File: src/rtl/btn_debounce_pkg.sv
// Shared types and defaults for the push-button debouncer.
package btn_debounce_pkg;

    typedef enum logic [1:0] {
        STABLE_LO = 2'd0,
        WAIT_HI   = 2'd1,
        STABLE_HI = 2'd2,
        WAIT_LO   = 2'd3
    } btn_db_state_e;

    localparam int unsigned DEBOUNCE_CYCLES_DEF = 250000;
    localparam int unsigned N_BTN_DEF           = 4;

endpackage

File: src/rtl/btn_debounce_if.sv
// Button bus: raw pins in, debounced level/pulses/pending/irq out.
interface btn_debounce_if #(
    parameter int unsigned N_BTN = btn_debounce_pkg::N_BTN_DEF
);

    logic [N_BTN-1:0] btn_raw;
    logic [N_BTN-1:0] btn_level;
    logic [N_BTN-1:0] btn_press;
    logic [N_BTN-1:0] btn_release;
    logic [N_BTN-1:0] evt_pending;
    logic [N_BTN-1:0] evt_clr;
    logic [N_BTN-1:0] irq_en;
    logic             irq;

    modport master (
        output btn_raw, evt_clr, irq_en,
        input  btn_level, btn_press, btn_release, evt_pending, irq
    );

    modport slave (
        input  btn_raw, evt_clr, irq_en,
        output btn_level, btn_press, btn_release, evt_pending, irq
    );

endinterface

File: src/rtl/btn_debounce_cell.sv
// One button: 2-flop synchronizer, 4-state debounce FSM with stability counter,
// registered level and one-cycle press/release pulses.
module btn_debounce_cell
    import btn_debounce_pkg::*;
#(
    parameter int unsigned DEBOUNCE_CYCLES = DEBOUNCE_CYCLES_DEF
) (
    input  logic clk_riscv,
    input  logic hard_rst_in_n,
    input  logic i_raw,
    output logic o_level,
    output logic o_press,
    output logic o_release,
    output logic o_press_set
);

    localparam int unsigned CNT_W = $clog2(DEBOUNCE_CYCLES);
    localparam logic [CNT_W-1:0] CNT_LAST = CNT_W'(DEBOUNCE_CYCLES - 1);

    logic [1:0]       r_sync;
    logic             w_sync;
    btn_db_state_e    r_state;
    btn_db_state_e    w_state_nxt;
    logic [CNT_W-1:0] r_cnt;
    logic [CNT_W-1:0] w_cnt_nxt;
    logic             r_level;
    logic             r_press;
    logic             r_release;
    logic             w_level_nxt;
    logic             w_press_nxt;
    logic             w_release_nxt;

    assign w_sync = r_sync[1];

    always_ff @(posedge clk_riscv or negedge hard_rst_in_n) begin
        if (!hard_rst_in_n) begin
            r_sync <= '0;
        end else begin
            r_sync <= {r_sync[0], i_raw};
        end
    end

    always_ff @(posedge clk_riscv or negedge hard_rst_in_n) begin
        if (!hard_rst_in_n) begin
            r_state   <= STABLE_LO;
            r_cnt     <= '0;
            r_level   <= 1'b0;
            r_press   <= 1'b0;
            r_release <= 1'b0;
        end else begin
            r_state   <= w_state_nxt;
            r_cnt     <= w_cnt_nxt;
            r_level   <= w_level_nxt;
            r_press   <= w_press_nxt;
            r_release <= w_release_nxt;
        end
    end

    // Level and pulses are derived from the next state so they register on the
    // same edge the FSM enters the new stable state.
    always_comb begin
        w_state_nxt   = r_state;
        w_cnt_nxt     = r_cnt;
        w_press_nxt   = 1'b0;
        w_release_nxt = 1'b0;
        case (r_state)
            STABLE_LO: begin
                if (w_sync) begin
                    w_state_nxt = WAIT_HI;
                    w_cnt_nxt   = '0;
                end
            end
            WAIT_HI: begin
                if (!w_sync) begin
                    w_state_nxt = STABLE_LO;
                end else if (r_cnt == CNT_LAST) begin
                    w_state_nxt = STABLE_HI;
                    w_press_nxt = 1'b1;
                end else begin
                    w_cnt_nxt = r_cnt + 1'b1;
                end
            end
            STABLE_HI: begin
                if (!w_sync) begin
                    w_state_nxt = WAIT_LO;
                    w_cnt_nxt   = '0;
                end
            end
            WAIT_LO: begin
                if (w_sync) begin
                    w_state_nxt = STABLE_HI;
                end else if (r_cnt == CNT_LAST) begin
                    w_state_nxt   = STABLE_LO;
                    w_release_nxt = 1'b1;
                end else begin
                    w_cnt_nxt = r_cnt + 1'b1;
                end
            end
            default: begin
                w_state_nxt = STABLE_LO;
            end
        endcase
        w_level_nxt = (w_state_nxt == STABLE_HI) || (w_state_nxt == WAIT_LO);
    end

    assign o_level     = r_level;
    assign o_press     = r_press;
    assign o_release   = r_release;
    assign o_press_set = w_press_nxt;

endmodule

File: src/rtl/btn_debounce.sv
// N_BTN independent debounce cells plus sticky press flags and a level irq.
module btn_debounce
    import btn_debounce_pkg::*;
#(
    parameter int unsigned N_BTN           = N_BTN_DEF,
    parameter int unsigned DEBOUNCE_CYCLES = DEBOUNCE_CYCLES_DEF
) (
    input  logic           clk_riscv,
    input  logic           hard_rst_in_n,
    btn_debounce_if.slave  btn_bus
);

    localparam int unsigned CNT_W = $clog2(DEBOUNCE_CYCLES);

    if ((DEBOUNCE_CYCLES < 2) || (CNT_W < 1)) begin : g_param_chk
        $error("btn_debounce: DEBOUNCE_CYCLES must be >= 2");
    end

    logic [N_BTN-1:0] w_level;
    logic [N_BTN-1:0] w_press;
    logic [N_BTN-1:0] w_release;
    logic [N_BTN-1:0] w_press_set;
    logic [N_BTN-1:0] r_pend;
    logic             r_irq;

    for (genvar gi = 0; gi < N_BTN; gi++) begin : g_cell
        btn_debounce_cell #(
            .DEBOUNCE_CYCLES (DEBOUNCE_CYCLES)
        ) u_cell (
            .clk_riscv     (clk_riscv),
            .hard_rst_in_n (hard_rst_in_n),
            .i_raw         (btn_bus.btn_raw[gi]),
            .o_level       (w_level[gi]),
            .o_press       (w_press[gi]),
            .o_release     (w_release[gi]),
            .o_press_set   (w_press_set[gi])
        );
    end

    // Pending sets on the same edge btn_press rises; set wins over clear.
    always_ff @(posedge clk_riscv or negedge hard_rst_in_n) begin
        if (!hard_rst_in_n) begin
            r_pend <= '0;
            r_irq  <= 1'b0;
        end else begin
            r_pend <= (r_pend & ~btn_bus.evt_clr) | w_press_set;
            r_irq  <= |(r_pend & btn_bus.irq_en);
        end
    end

    assign btn_bus.btn_level   = w_level;
    assign btn_bus.btn_press   = w_press;
    assign btn_bus.btn_release = w_release;
    assign btn_bus.evt_pending = r_pend;
    assign btn_bus.irq         = r_irq;

endmodule

File: src/flat_wrapper.sv
// flat-port wrapper written by rule: the top's interface ports become plain ports
module btn_debounce_flat import btn_debounce_pkg::*;
#(
    parameter int unsigned N_BTN           = N_BTN_DEF,
    parameter int unsigned DEBOUNCE_CYCLES = DEBOUNCE_CYCLES_DEF
)
  (clk_riscv, hard_rst_in_n, btn_bus_btn_raw, btn_bus_evt_clr, btn_bus_irq_en, btn_bus_btn_level, btn_bus_btn_press, btn_bus_btn_release, btn_bus_evt_pending, btn_bus_irq);
  btn_debounce_if #(.N_BTN(N_BTN)) btn_bus_i ();
  input  logic clk_riscv;
  input  logic hard_rst_in_n;
  input wire logic [$bits(btn_bus_i.btn_raw)-1:0] btn_bus_btn_raw;
  input wire logic [$bits(btn_bus_i.evt_clr)-1:0] btn_bus_evt_clr;
  input wire logic [$bits(btn_bus_i.irq_en)-1:0] btn_bus_irq_en;
  output wire logic [$bits(btn_bus_i.btn_level)-1:0] btn_bus_btn_level;
  output wire logic [$bits(btn_bus_i.btn_press)-1:0] btn_bus_btn_press;
  output wire logic [$bits(btn_bus_i.btn_release)-1:0] btn_bus_btn_release;
  output wire logic [$bits(btn_bus_i.evt_pending)-1:0] btn_bus_evt_pending;
  output wire logic [$bits(btn_bus_i.irq)-1:0] btn_bus_irq;
  assign btn_bus_i.btn_raw = btn_bus_btn_raw;
  assign btn_bus_i.evt_clr = btn_bus_evt_clr;
  assign btn_bus_i.irq_en = btn_bus_irq_en;
  assign btn_bus_btn_level = btn_bus_i.btn_level;
  assign btn_bus_btn_press = btn_bus_i.btn_press;
  assign btn_bus_btn_release = btn_bus_i.btn_release;
  assign btn_bus_evt_pending = btn_bus_i.evt_pending;
  assign btn_bus_irq = btn_bus_i.irq;
  btn_debounce #(.N_BTN(N_BTN), .DEBOUNCE_CYCLES(DEBOUNCE_CYCLES)) u_core (.clk_riscv(clk_riscv), .hard_rst_in_n(hard_rst_in_n), .btn_bus(btn_bus_i));
endmodule
File: config.mk
export PLATFORM = sky130hd
export DESIGN_NAME = btn_debounce_flat
export DESIGN_NICKNAME = d
export VERILOG_FILES = /design/src/rtl/btn_debounce_pkg.sv /design/src/rtl/btn_debounce_if.sv /design/src/rtl/btn_debounce_cell.sv /design/src/rtl/btn_debounce.sv /design/src/flat_wrapper.sv
export SDC_FILE = /design/constraint.sdc
export NUM_CORES = 1
export LEC_CHECK = 0
export CORE_UTILIZATION = 59
export DETAILED_ROUTE_END_ITERATION = 7
export PLACE_DENSITY = 0.87
export SLEW_MARGIN = 20
export SYNTH_ARGS = -nofsm -noshare
export SYNTH_HDL_FRONTEND = slang
export SYNTH_SLANG_ARGS = --single-unit
File: constraint.sdc
create_clock -name clk_riscv -period 3.1 [get_ports clk_riscv]
set_input_delay 0.31 -clock clk_riscv [delete_from_list [all_inputs] [get_ports clk_riscv]]
set_output_delay 0.31 -clock clk_riscv [all_outputs]
set_load 0.005 [all_outputs]
[Word-level counts from Yosys, hierarchy flattened]
Index checks and enable logic that the tools add are counted.
Operators by class
  add/subtract/negate cells: 4
  equal/unequal tests: 40
  muxes and demuxes: 72
  bitwise logic cells: 4
  reduce and logical (&&, ||, !) cells: 13
Operators with widths (count)
  18-bit two-way mux: 20
  18-bit one-hot mux with 4 select lines: 4
  18-bit by 1-bit adder with 18-bit output (second input constant): 4
  18-bit == test (second input constant): 4
  2-bit two-way mux: 24
  2-bit == test (second input constant): 16
  2-bit != test (second input constant): 16
  2-bit one-hot mux with 4 select lines: 4
  1-bit two-way mux: 20
  4-bit AND reduction: 4
  4-bit bitwise AND: 2
  2-bit by 1-bit == test with 1-bit output (second input constant): 4
  2-bit zero test: 4
  1-bit logical OR: 4
  4-bit inverter: 1
  4-bit bitwise OR: 1
  4-bit OR reduction: 1
Word-level totals
  bits in registers: 105
  input port bits: 14
  logic and storage cells: 159

[Depth between registers and ports, before layout]
  word-level depth: 6
  gate-level depth with buffers: 8
  gate-level depth less buffers: 6

[By module]
From an unflattened synthesis, not the netlist that was laid out.
Unflattened totals
  cell total of the unflattened synthesis: 531
  area, all modules: 5231.3 µm²
Modules (own cells, without submodules)
  btn_debounce_cell (u_core.g_cell[0].u_cell ...): instances 3, cells an instance 127, area each 1256.2 µm²
  btn_debounce_cell (u_core.g_cell[3].u_cell): instances 1, cells an instance 134, area each 1272.5 µm²
  btn_debounce: instances 1, cells an instance 16, area each 190.2 µm²

[Worst setup path before layout]
No wires, ideal clock.
  path type: register to register
  start: register u_core.g_cell[1].u_cell.r_cnt[0]
  end: register u_core.g_cell[1].u_cell.r_cnt[0]
  data arrival time: 2.107 ns
  data required time: 2.973 ns
  setup slack: 0.866 ns
  cell stages (with the launch flop): 8
  path buffers: 1
  clock period less this slack: 2.234 ns
  cell sequence: dfrtp_1 > ha_1 > nand3_1 > or3b_1 > or4_1 > buf_2 > nand2_2 > mux2_1
Between the ends
  longest elaborated chain between the ends: 4
  elaborated cells on any way between the ends: 6
RTL lines
  start: declaration: RTL line btn_debounce_cell.sv:24  | logic [CNT_W-1:0] r_cnt;
  start signal: assignment: RTL line btn_debounce_cell.sv:52  | r_cnt <= w_cnt_nxt;
  18-bit by 1-bit adder with 18-bit output or 18-bit == test (tied branches)
  18-bit two-way mux (*): RTL line btn_debounce_cell.sv:76, btn_debounce_cell.sv:92
  18-bit two-way mux (on tied branches): RTL line btn_debounce_cell.sv:90, btn_debounce_cell.sv:74
  18-bit one-hot mux with 4 select lines (*): RTL line btn_debounce_cell.sv:66  | case (r_state)
Mark *: on every way between the ends. The rest lies on a longest branch, timed or not. The select of a mux whose other input is x is not followed.
A chain may end at the register's enable or synchronous reset.

[Final worst setup path]
Same ends and word-level chain as after synthesis.

==> out/qor.csv <==
stage,metric,value,unit
status,outcome,"finished, final reports clean",
global_routing,initial antenna violation count,0,
power,LEAKAGE,2.47,nW
critical_path,R2R Path Start,u_core.g_cell[1].u_cell.r_cnt[0],
synth,"Net Count, Synth",534,
critical_path,Worst R2R Setup Slack,0.61,ns
worst_hold_path,worst hold path stage count,0,
synth,Syn Inst Count,516,
synth,Yosys warnings,0,
synth,Main synth FF type,dfrtp_1,
finish,antenna cell count,0,
sta,Least-Margin Pin Slew,1.12,ns
placed_design,detailed placement HPWL,6930,um
critical_path,CP Capture Type,flop,
global_routing,GR Overflow Total,0,
drt,Detailed Route Iter0 Violations,201,
critical_path,maximum fanout along the worst path,8,
drt,drt total wl,10200,um
clock_tree,Skew-Pair Late Insertion Delay,0.37,ns
drt,DR vias/cell,6.09,
clock_tree,CTS tree,done,
synth,synthesized flop and latch total,105,
global_routing,vias in the first global route,3781,
sta,Final Slew Violations,0,
global_routing,GRT Overall Usage,24.4,%
sta,Final setup viols,0,
sta,crit share post-route,80.2,%
power,worst vdd rail ir drop,0.000220,V
critical_path,CP Class,reg -> reg,
synth,asr flop ratio synth,100,%
floorplan,# IOs,31,
finish,"commonest non-fill, non-tap cell in the layout",dfrtp_1,
critical_path,R2R Path End,u_core.g_cell[1].u_cell.r_cnt[0],
run,max-cap violations,0,
sta,RSZ-0062 raised after global routing,no,
clock_tree,clock sinks,105,
sta,setup tns final,0,ns
worst_hold_path,Hold Path Sink,u_core.g_cell[1].u_cell.r_sync[1],
global_routing,first-pass GRT wire length,17200,um
drt,routed length per instance,15.8,um
critical_path,WP data required,3.35,ns
synth,Post-Syn Area,5150,um^2
finish,nets@finish,552,
critical_path,Worst Reg2Reg Path Length in Cells,6,
drt,"antenna viol nets, final",0,
drt,DR vias,3925,
finish,most frequent cells in the layout,"dfrtp_1, nand2_1, nor2_1",
synth,leading area contributor after synthesis,dfrtp_1,
floorplan,core area,8340,um^2
sta,"Hold Vio Cnt, Final",0,
floorplan,Die ar.,9110,um^2
sta,slew margin rel.,25.0,%
synth,number of synthesized flops with an enable pin,0,
finish,area grow syn2layout,10.0,%
floorplan,Die X,95.5,um
drt,Initial DRT Pass Iterations,5,
clock_tree,total CTS buffers,9,
finish,layout cells sized above 1,7.61,%
worst_hold_path,min-delay src,u_core.g_cell[1].u_cell.r_sync[0],
drt,DR DRC count,0,
sta,Tmin final,2.49,ns
clock_tree,Root Buffer,clkbuf_8,
floorplan,Chip Height,95.5,um
placed_design,placer congestion estimate,0.893,
finish,Post-Route Utilization,68.0,%
worst_hold_path,Hold Path Class,reg -> reg,
clock_tree,H-tree Lvls,3,
clock_tree,clock buffer depth,2,
placed_design,port buffer count,30,
synth,post-synthesis sequential area ratio,51.0,%
global_routing,pin count of the biggest net entering global routing,68,
critical_path,Startpoint Class,flop,
clock_tree,post_cts resized,0,
floorplan,Rows,33,
sta,Fin Clk Skew,0.00957,ns
power,Pwr Density,431,nW/um^2
synth,syn_area_per_cell,9.99,um^2
synth,ranking of synthesized cells by area,"dfrtp_1, nand2_1, nor2_1",
synth,number of library cell types mapped by synthesis,59,
floorplan,starting density of the core,61.8,%
sta,Max Fclk,402,MHz
clock_tree,Clock transition at path regs,0.09,ns
critical_path,Critical Path AT,2.74,ns
synth,Yosys top cell area share,51.0,%
registers in the layout, summed over array words and instances (netlist names):
name                            count
u_core.g_cell.u_cell.r_cnt         72
u_core.g_cell.u_cell.r_state        8
u_core.g_cell.u_cell.r_sync         8
u_core.btn_bus.evt_pending          4
u_core.g_cell.u_cell.o_level        4
u_core.g_cell.u_cell.o_press        4
u_core.g_cell.u_cell.o_release      4
u_core.btn_bus.irq                  1
critical path, stage by stage (launching register included):
cell and delay, ns:
dfrtp_1 0.41, ha_1 0.25, nand3_1 0.12, or3b_1 0.38
or4_1 0.70, nand2_2 0.18, mux2_1 0.33
power by group:
group / internal, mW / leakage, nW / switching [mW]
combinational: 0.0565 / 0.943 / 0.0897
sequential: 1.40 / 1.43 / 0.0510
clock: 0.393 / 0.0953 / 0.451
layer usage:
metal | up-vias | GRT usage [%] | part of all wire, %
met3 | 14 | 5.74 | 4.7
met2 | 103 | 40.8 | 50
met1 | 1925 | 31.1 | 44
met5 | - | 0 | 0
li1 | 1883 | - | -
met4 | 0 | 8.21 | 1.5
final cells by class:
cell class / instances / area (um^2)
Fill cell: 617 / 2670
Clock inverter: 5 / 55.1
Clock buffer: 11 / 141
Multi-Input combinational cell: 368 / 2310
Tap cell: 105 / 131
Timing Repair Buffer: 34 / 343
Sequential cell: 105 / 2630
Inverter: 16 / 60.1
synth_stat cells (8+ instances only):
| cell | number |
|---|---|
| xor2_1 | 19 |
| a22o_1 | 8 |
| nand4_1 | 19 |
| inv_1 | 16 |
| a21oi_1 | 13 |
| nor2_1 | 46 |
| nand3_1 | 23 |
| or4_1 | 9 |
| and3_1 | 11 |
| nor3_1 | 10 |
| nand2_1 | 54 |
| dfrtp_1 | 105 |
| xnor2_1 | 15 |
| clkbuf_1 | 10 |
| o31ai_1 | 8 |
| buf_4 | 12 |
| mux2_2 | 10 |
| o21ai_0 | 28 |
per-stage QoR:
stage / cell area [um^2] / cells / power, mW / setup WS (ns) / hold slack [ns]
floorplan: 5150 / 516 / 1.55 / 0.866 / 0.0144
global placement: 5460 / 627 / 1.62 / 0.738 / 0.307
detailed placement: 5460 / 627 / 1.63 / 0.636 / 0.320
CTS: 5670 / 644 / 2.48 / 0.623 / 0.348
global route: 5670 / 644 / 2.55 / 0.501 / 0.366
finish: 5670 / 644 / 2.45 / 0.614 / 0.360
logic make-up (layout without fill, tap and decap cells):
logic type	after synthesis	after routing	share of synthesized area, %
buffers and inverters	43	66	4.25
XOR/XNOR	34	34	5.78
multiplexers	15	15	3.23
flip-flops	105	105	51.0
AO/OA/AOI/OAI	88	88	11.0
adder cells (fa/ha/maj)	4	4	0.971
AND/OR/NAND/NOR	227	227	23.7
worst max-delay path by stage:
stage                                           startpoint                               end  slack, ns
after floorplan           u_core.g_cell[1].u_cell.r_cnt[0]  u_core.g_cell[1].u_cell.r_cnt[0]       0.87
after global placement    u_core.g_cell[1].u_cell.r_cnt[0]  u_core.g_cell[1].u_cell.r_cnt[0]       0.74
after detailed placement  u_core.g_cell[1].u_cell.r_cnt[0]  u_core.g_cell[1].u_cell.r_cnt[0]       0.64
after CTS                 u_core.g_cell[1].u_cell.r_cnt[0]  u_core.g_cell[1].u_cell.r_cnt[0]       0.62
after global routing      u_core.g_cell[1].u_cell.r_cnt[0]  u_core.g_cell[1].u_cell.r_cnt[0]       0.50
final                     u_core.g_cell[1].u_cell.r_cnt[0]  u_core.g_cell[1].u_cell.r_cnt[0]       0.61
timing repair:
item                      CTS  global route
hold buffers                1             0
setup buffers               0             0
hold endpoints to repair   38             0
No activity file was read; power rests on OpenSTA's default activity.
